--- src/rtl/car_pkg.sv ---
// Codes and drive state shared between the car control FSM and the motor drive unit.
// Logic-level true/false constants keep both sides agreeing on polarity.
package car_pkg;

  localparam logic TRUE  = 1'b1;
  localparam logic FALSE = 1'b0;

  typedef enum logic [2:0] {
    SPD_STOP = 3'd0,
    SPD_SLOW = 3'd1,
    SPD_MED  = 3'd2,
    SPD_HIGH = 3'd3
  } speed_code_t;

  typedef enum logic [1:0] {
    STEER_STRAIGHT = 2'd0,
    STEER_RIGHT    = 2'd1,
    STEER_LEFT     = 2'd2
  } steer_code_t;

  typedef enum logic [1:0] {
    DRV_OFF      = 2'd0,
    DRV_ARM      = 2'd1,
    DRV_RUN      = 2'd2,
    DRV_STOPPING = 2'd3
  } drv_state_t;

endpackage

--- src/rtl/pwm_ramp_channel.sv ---
// One wheel: duty ramps toward its target on each tick, PWM compares the shared counter.
// Braking uses a larger downward step but never undershoots the target.
module pwm_ramp_channel #(
  parameter int PWM_BITS   = 8,
  parameter int BRAKE_STEP = 4
) (
  input  logic                clk,
  input  logic                clr,
  input  logic                tick,
  input  logic [PWM_BITS-1:0] tgt,
  input  logic                brake,
  input  logic                force_zero,
  input  logic                en,
  input  logic [PWM_BITS-1:0] cnt,
  output logic [PWM_BITS-1:0] cur,
  output logic                pwm
);

  logic [PWM_BITS-1:0] cur_reg;
  logic [PWM_BITS-1:0] cur_next;
  logic [PWM_BITS-1:0] step;

  always_comb begin
    step     = brake ? PWM_BITS'(BRAKE_STEP) : PWM_BITS'(1);
    cur_next = cur_reg;
    if (cur_reg < tgt) begin
      cur_next = cur_reg + PWM_BITS'(1);
    end else if (cur_reg > tgt) begin
      cur_next = ((cur_reg - tgt) > step) ? (cur_reg - step) : tgt;
    end
  end

  always_ff @(posedge clk or posedge clr) begin
    if (clr) begin
      cur_reg <= '0;
    end else if (force_zero) begin
      cur_reg <= '0;
    end else if (tick) begin
      cur_reg <= cur_next;
    end
  end

  assign cur = cur_reg;
  assign pwm = en & (cnt < cur_reg);

endmodule

--- src/rtl/motor_drive_unit.sv ---
// Receives the car command interface and drives two ramped wheel PWMs, the H-bridge
// enable, the brake lamp and blinking indicators.
module motor_drive_unit
  import car_pkg::*;
#(
  parameter int PWM_BITS   = 8,
  parameter int DUTY_SLOW  = 64,
  parameter int DUTY_MED   = 128,
  parameter int DUTY_HIGH  = 224,
  parameter int TURN_SHIFT = 1,
  parameter int RAMP_DIV   = 1024,
  parameter int BRAKE_STEP = 4,
  parameter int BLINK_DIV  = 2**22,
  parameter int ARM_CYCLES = 16
) (
  input  logic       clk,
  input  logic       clr,
  input  logic       E,
  input  logic [2:0] M1,
  input  logic [1:0] M2,
  input  logic       RH,
  input  logic       TL,
  input  logic       LH,
  output logic       en_drv,
  output logic       pwm_l,
  output logic       pwm_r,
  output logic       brake_lamp,
  output logic       lamp_r,
  output logic       lamp_l,
  output logic       at_speed,
  output logic       cmd_fault
);

  localparam int RW = $clog2(RAMP_DIV + 1);
  localparam int BW = $clog2(BLINK_DIV + 1);
  localparam int AW = $clog2(ARM_CYCLES + 1);

  logic       e_reg, rh_reg, tl_reg, lh_reg;
  logic [2:0] m1_reg;
  logic [1:0] m2_reg;

  always_ff @(posedge clk or posedge clr) begin
    if (clr) begin
      e_reg  <= 1'b0;
      rh_reg <= 1'b0;
      tl_reg <= 1'b0;
      lh_reg <= 1'b0;
      m1_reg <= '0;
      m2_reg <= '0;
    end else begin
      e_reg  <= E;
      rh_reg <= RH;
      tl_reg <= TL;
      lh_reg <= LH;
      m1_reg <= M1;
      m2_reg <= M2;
    end
  end

  logic [PWM_BITS-1:0] tgt, tgt_turn, tgt_l, tgt_r;
  logic                m1_bad, m2_bad;

  always_comb begin
    tgt    = '0;
    m1_bad = FALSE;
    case (m1_reg)
      SPD_STOP: tgt = '0;
      SPD_SLOW: tgt = PWM_BITS'(DUTY_SLOW);
      SPD_MED:  tgt = PWM_BITS'(DUTY_MED);
      SPD_HIGH: tgt = PWM_BITS'(DUTY_HIGH);
      default:  m1_bad = TRUE;
    endcase
    tgt_turn = tgt >> TURN_SHIFT;
    tgt_l    = tgt;
    tgt_r    = tgt;
    m2_bad   = FALSE;
    case (m2_reg)
      STEER_STRAIGHT: ;
      STEER_RIGHT:    tgt_r = tgt_turn;
      STEER_LEFT:     tgt_l = tgt_turn;
      default:        m2_bad = TRUE;
    endcase
  end

  logic fault_reg;

  always_ff @(posedge clk or posedge clr) begin
    if (clr) begin
      fault_reg <= 1'b0;
    end else if (m1_bad || m2_bad) begin
      fault_reg <= 1'b1;
    end
  end

  drv_state_t          state_reg, state_next;
  logic [AW-1:0]       arm_cnt_reg, arm_cnt_next;
  logic [PWM_BITS-1:0] cur_l, cur_r;

  // The OFF->ARM transition clock counts as the first arming clock.
  always_comb begin
    state_next   = state_reg;
    arm_cnt_next = arm_cnt_reg;
    case (state_reg)
      DRV_OFF: begin
        arm_cnt_next = '0;
        if (e_reg) begin
          state_next   = DRV_ARM;
          arm_cnt_next = AW'(1);
        end
      end
      DRV_ARM: begin
        if (!e_reg) begin
          state_next   = DRV_OFF;
          arm_cnt_next = '0;
        end else if (arm_cnt_reg >= AW'(ARM_CYCLES - 1)) begin
          state_next = DRV_RUN;
        end else begin
          arm_cnt_next = arm_cnt_reg + AW'(1);
        end
      end
      DRV_RUN: begin
        if (!e_reg) state_next = DRV_STOPPING;
      end
      DRV_STOPPING: begin
        if (e_reg) begin
          state_next = DRV_RUN;
        end else if ((cur_l == '0) && (cur_r == '0)) begin
          state_next = DRV_OFF;
        end
      end
      default: state_next = DRV_OFF;
    endcase
  end

  always_ff @(posedge clk or posedge clr) begin
    if (clr) begin
      state_reg   <= DRV_OFF;
      arm_cnt_reg <= '0;
    end else begin
      state_reg   <= state_next;
      arm_cnt_reg <= arm_cnt_next;
    end
  end

  logic drv_off, stopping, run_active;

  assign drv_off    = (state_reg == DRV_OFF);
  assign stopping   = (state_reg == DRV_STOPPING);
  assign run_active = (state_reg == DRV_RUN) || stopping;

  logic [RW-1:0]       ramp_cnt_reg;
  logic                ramp_tick;
  logic [PWM_BITS-1:0] pwm_cnt_reg;

  assign ramp_tick = (ramp_cnt_reg == RW'(RAMP_DIV - 1));

  always_ff @(posedge clk or posedge clr) begin
    if (clr) begin
      ramp_cnt_reg <= '0;
      pwm_cnt_reg  <= '0;
    end else begin
      ramp_cnt_reg <= ramp_tick ? '0 : ramp_cnt_reg + RW'(1);
      pwm_cnt_reg  <= pwm_cnt_reg + PWM_BITS'(1);
    end
  end

  logic [PWM_BITS-1:0] tgt_w [2];
  logic [PWM_BITS-1:0] cur_w [2];
  logic                pwm_w [2];

  assign tgt_w[0] = tgt_l;
  assign tgt_w[1] = tgt_r;

  genvar gi;
  generate
    for (gi = 0; gi < 2; gi++) begin : g_chan
      pwm_ramp_channel #(
        .PWM_BITS  (PWM_BITS),
        .BRAKE_STEP(BRAKE_STEP)
      ) u_chan (
        .clk       (clk),
        .clr       (clr),
        .tick      (ramp_tick & run_active),
        .tgt       (stopping ? '0 : tgt_w[gi]),
        .brake     (tl_reg),
        .force_zero(drv_off),
        .en        (run_active),
        .cnt       (pwm_cnt_reg),
        .cur       (cur_w[gi]),
        .pwm       (pwm_w[gi])
      );
    end
  endgenerate

  assign cur_l = cur_w[0];
  assign cur_r = cur_w[1];

  // Indicator edges are taken against the input register so the lamp lights with it.
  logic          blink_rise;
  logic [BW-1:0] blink_cnt_reg;
  logic          phase_reg;

  assign blink_rise = (RH & ~rh_reg) | (LH & ~lh_reg);

  always_ff @(posedge clk or posedge clr) begin
    if (clr) begin
      blink_cnt_reg <= '0;
      phase_reg     <= 1'b0;
    end else if (blink_rise) begin
      blink_cnt_reg <= '0;
      phase_reg     <= 1'b1;
    end else if (blink_cnt_reg == BW'(BLINK_DIV - 1)) begin
      blink_cnt_reg <= '0;
      phase_reg     <= ~phase_reg;
    end else begin
      blink_cnt_reg <= blink_cnt_reg + BW'(1);
    end
  end

  assign en_drv     = run_active;
  assign pwm_l      = pwm_w[0];
  assign pwm_r      = pwm_w[1];
  assign brake_lamp = tl_reg & ~drv_off;
  assign lamp_r     = rh_reg & phase_reg & ~drv_off;
  assign lamp_l     = lh_reg & phase_reg & ~drv_off;
  assign at_speed   = (state_reg == DRV_RUN) && (cur_l == tgt_l) && (cur_r == tgt_r);
  assign cmd_fault  = fault_reg;

endmodule

--- config.mk ---
export PLATFORM = sky130hd
export DESIGN_NAME = motor_drive_unit
export DESIGN_NICKNAME = d
export VERILOG_FILES = /design/src/rtl/car_pkg.sv /design/src/rtl/pwm_ramp_channel.sv /design/src/rtl/motor_drive_unit.sv
export SDC_FILE = /design/constraint.sdc
export NUM_CORES = 1
export LEC_CHECK = 0
export ABC_AREA = 1
export CORE_MARGIN = 2
export CORE_UTILIZATION = 50
export CTS_BUF_LIST = sky130_fd_sc_hd__clkbuf_4
export DETAILED_ROUTE_END_ITERATION = 6
export PLACE_DENSITY = 0.67
export SLEW_MARGIN = 5
export SYNTH_ARGS = -nofsm -noshare
export SYNTH_HDL_FRONTEND = slang
export SYNTH_HIERARCHICAL = 1
export SYNTH_SLANG_ARGS = --single-unit
--- constraint.sdc ---
create_clock -name clk -period 2.9 [get_ports clk]
set_input_delay 0.435 -clock clk [delete_from_list [all_inputs] [get_ports clk]]
set_output_delay 0.435 -clock clk [all_outputs]
set_load 0.02 [all_outputs]
==> impl_results.md <==
* Status: complete, no violations
* Max reg flops at 23
* Worst setup path class: flip-flop to flip-flop
* Layout cell share with drive strength beyond 1 at 10.67%
* First-pass GRT wire length at about 25,000 um
* Number of diodes at 0
* Final hold vios at 0
* Worst setup endpoint: g_chan[0].u_chan/cur[0]
* Sequential power share at 51.3%
* Via count at 5,626
* GRT met3 Usage at 4.222%
* Num rows at 41
* Design Area, Final at 7008 sq um
* Synth warn at 6
* Total CTS buffers at 9
* ANT nets after route at 0
* Reg-to-reg critical path endpoint: g_chan[0].u_chan/cur[0]
* GRT Resource Usage Total at 22.75%
* Largest net degree at the start of global routing at 36
* H-tree Lvls at 3
* Layout Cells excl Fill at 1,147
* Cells after Synth at roughly 910
* Reg2Reg Setup Slack at 0.15 ns
* Number of global-route vias before repair at approximately 5,300
* Power share of the clock group at 27.1%
* RR Startpoint: m2_reg[1]
* IO buf count at 18
* Leading cell types in the layout, fill and taps excluded: 232 x nand2_1, 140 x inv_1, 117 x nor2_1, 85 x nand3_1, 75 x dfrtp_1
* Switching share of total power at 33.76%
* Worst Skew at 0.01386 ns
* Unrepaired setup endpoints after global routing: yes
* Worst reg2reg path depth at 17
* Logic gate share of total power at 21.6%
* Root buffer cell: clkbuf_4
* Met2 Use GR at 37.73%
* Worst setup path startpoint: m2_reg[1]
* Synth cell types at 41
* Internal Power at 0.001452 W
* Required @ worst endpoint at 3.30 ns
* Actual slew at the worst max-slew pin at 0.7477 ns
* Dpl hpwl at 11,160 um
* Synth top area share at between 20% and 30%
* Via density at ~4.9
* Post-synthesis sequential area ratio at 29.91%
* Startpoint type of the worst setup path: flip-flop
* Post-CTS setup repair buffer count at 0
* Final Wtd Congestion at 0.8692
* Worst vdd ir at 0.0003217 V
* Crit path time final at 2.750 ns
* Avg Synthesized Cell Area at about 7 sq um
* Total Wirelength at 14,060 um
* CP Max Fanout at 10
* Clock slew at reported path FFs at 0.13 ns
* Worst EP arrival at 3.15 ns
* Clock Latency Late Sink at about 0.46 ns
* DR iter-0 viols at about 350
* Initial antenna violation count at 0
* Hold Path Class: input port to asynchronous set/reset pin
* Placed inst area at just under 7000 sq um
* Worst Hold Slack at 0.3392 ns
* Final Max Tran Viols at 0
* Switch Pwr at 0.0007402 W
* Core Area at 12,520 sq um
* Chip height at 116.8 um
* Leading area contributor after synthesis: dfrtp_1
* Synth top area cells: dfrtp_1 30%, nand2_1 14%, ha_1 9.6%, inv_1 8.3%, nor2_1 7.1%
* # Max-Cap Violations at 0
* First-pass DRT Iterations at 6
* Clock Path Buffers at 2
* CP endpoint kind: flip-flop
* Met1 usage at 31.31%
* Syn Std Cell Area at between 6000 and 7000 sq um
* TritonCTS clock tree: done
* Starting density of the core at 50.80%
* Die area at 13,640 sq um
* Slew margin rel. at 50.08%
* CTS sink cnt at 76
* Chip width at 116.8 um
* IO Pins at 19
* Drt drc at 0
* Busiest metal layer after global routing: met2
* Layout net count at 1,032
* Static Leak at 3.618 nW
* Routed len/inst at 12.26 um
* Max Clk Rate at 363.7 MHz
* Leading cell type in the layout, fill and taps excluded: nand2_1
* Synth-to-Final Area Change at 10.21%
* # setup viols final at 0
* GRT overflow at 0
* Total power divided by cell area at 312.9 nW/um^2
* Synth Register Bits at between 70 and 80
* Tcrit/Tclk final at a little over nine tenths
* DP Cell Count at 1,131
* Util after Layout at between 50 and 60%
* Post-route total power at 0.002193 W
## kinds of logic (layout without fill, tap and decap cells)
kind of cell             Yosys count  count (layout)  share of synthesized area [%]
adder cells (fa/ha/maj)           51              51                          10.27
AO/OA/AOI/OAI                     63              63                          6.612
AND/OR/NAND/NOR                  525             525                          37.92
other                              1              20                        0.05898
XOR/XNOR                          37              37                          5.096
buffers and inverters            159             203                          10.13
flip-flops                        76              76                          29.91
## power groups by stage
| stage | logic [W] | clock network (W) | registers, W |
|---|---|---|---|
| 2_1_floorplan | 0.000349 | 0 | 0.00113 |
| 3_3_place_gp | 0.000469 | 0 | 0.00114 |
| 3_5_place_dp | 0.000473 | 0 | 0.00115 |
| 4_1_cts | 0.000476 | 0.000619 | 0.00112 |
| 5_1_grt | 0.000538 | 0.000658 | 0.00113 |
| 6_report | 0.000473 | 0.000595 | 0.00113 |
## synthesized netlist by cell type
library cell	n
nand2_4	3
a21oi_1	27
buf_12	1
buf_6	4
nand3b_1	1
nor3b_1	4
nor2_2	9
buf_2	1
dfrtp_1	76
o22ai_1	2
o21ai_1	2
nor3_2	1
o2111ai_1	1
nor2_1	120
ha_1	49
o211ai_4	2
nor3_1	13
a21boi_4	2
o2111a_1	2
fa_1	2
and2_1	1
xnor2_1	8
nand4_1	21
inv_1	141
nand2_2	20
clkbuf_1	1
o22ai_2	1
or2_2	3
xor2_1	29
o21ai_0	18
nor2_8	4
a31o_2	1
nand2_1	232
nand3_1	85
a21oi_2	2
o211ai_1	1
nor2_4	7
nand4_4	1
a211oi_1	2
conb_1	1
inv_2	11
## routing by layer
metal	up-vias	wire length, um
li1	2988	-
met1	2548	6867
met2	76	6596
met3	14	457
met4	0	139
met5	-	0
## metrics by stage
step,setup TNS (ns),setup slack (ns)
after global placement,0,0.1447
after CTS,0,0.007218
after global routing,-1.400,-0.1251
after floorplan,0,0.5769
after detailed placement,0,0.1657
final,0,0.1502
## timing repair
action,CTS,global route
setup endpoints to repair,3,17
gates resized for setup,4,6
hold buffers,0,0
## how the worst min path moves through the flow
stage	startpoint	to	slack (ns)	depth (start not counted)
after detailed placement	ramp_cnt_reg[2]	ramp_cnt_reg[2]	0.49	1
after CTS	clr	g_chan[0].u_chan/cur[7]	0.32	2
after floorplan	clr	g_chan[0].u_chan/cur[0]	0.25	1
after global placement	cmd_fault	cmd_fault	0.49	2
final	clr	g_chan[1].u_chan/cur[1]	0.34	2
after global routing	clr	g_chan[1].u_chan/cur[0]	0.34	2
## area by class of cell
class	instances	area [sq um]
clock buffers	11	82.58
inverters	152	570.5
repair buffers	35	307.8
clock inverters	5	37.54
multi-input cells	696	3891
flip-flops and latches	76	1903
fillers	1269	5509
well taps	172	215.2
## critical path: stages (launching register included)
cell and delay, ns:
dfrtp_1 0.41, inv_1 0.07, nor2_2 0.18, nand2_1 0.08, o21ai_1 0.12, inv_1 0.06
nor2_1 0.18, inv_1 0.07, ha_1 0.37, nand2_1 0.19, nor2_1 0.06, nand2_1 0.12
o211ai_4 0.16, a21boi_4 0.22, nand2_2 0.15, nor2_1 0.12, nand2_1 0.07, nand2_1 0.07
Power figures use the tool's default switching activity.
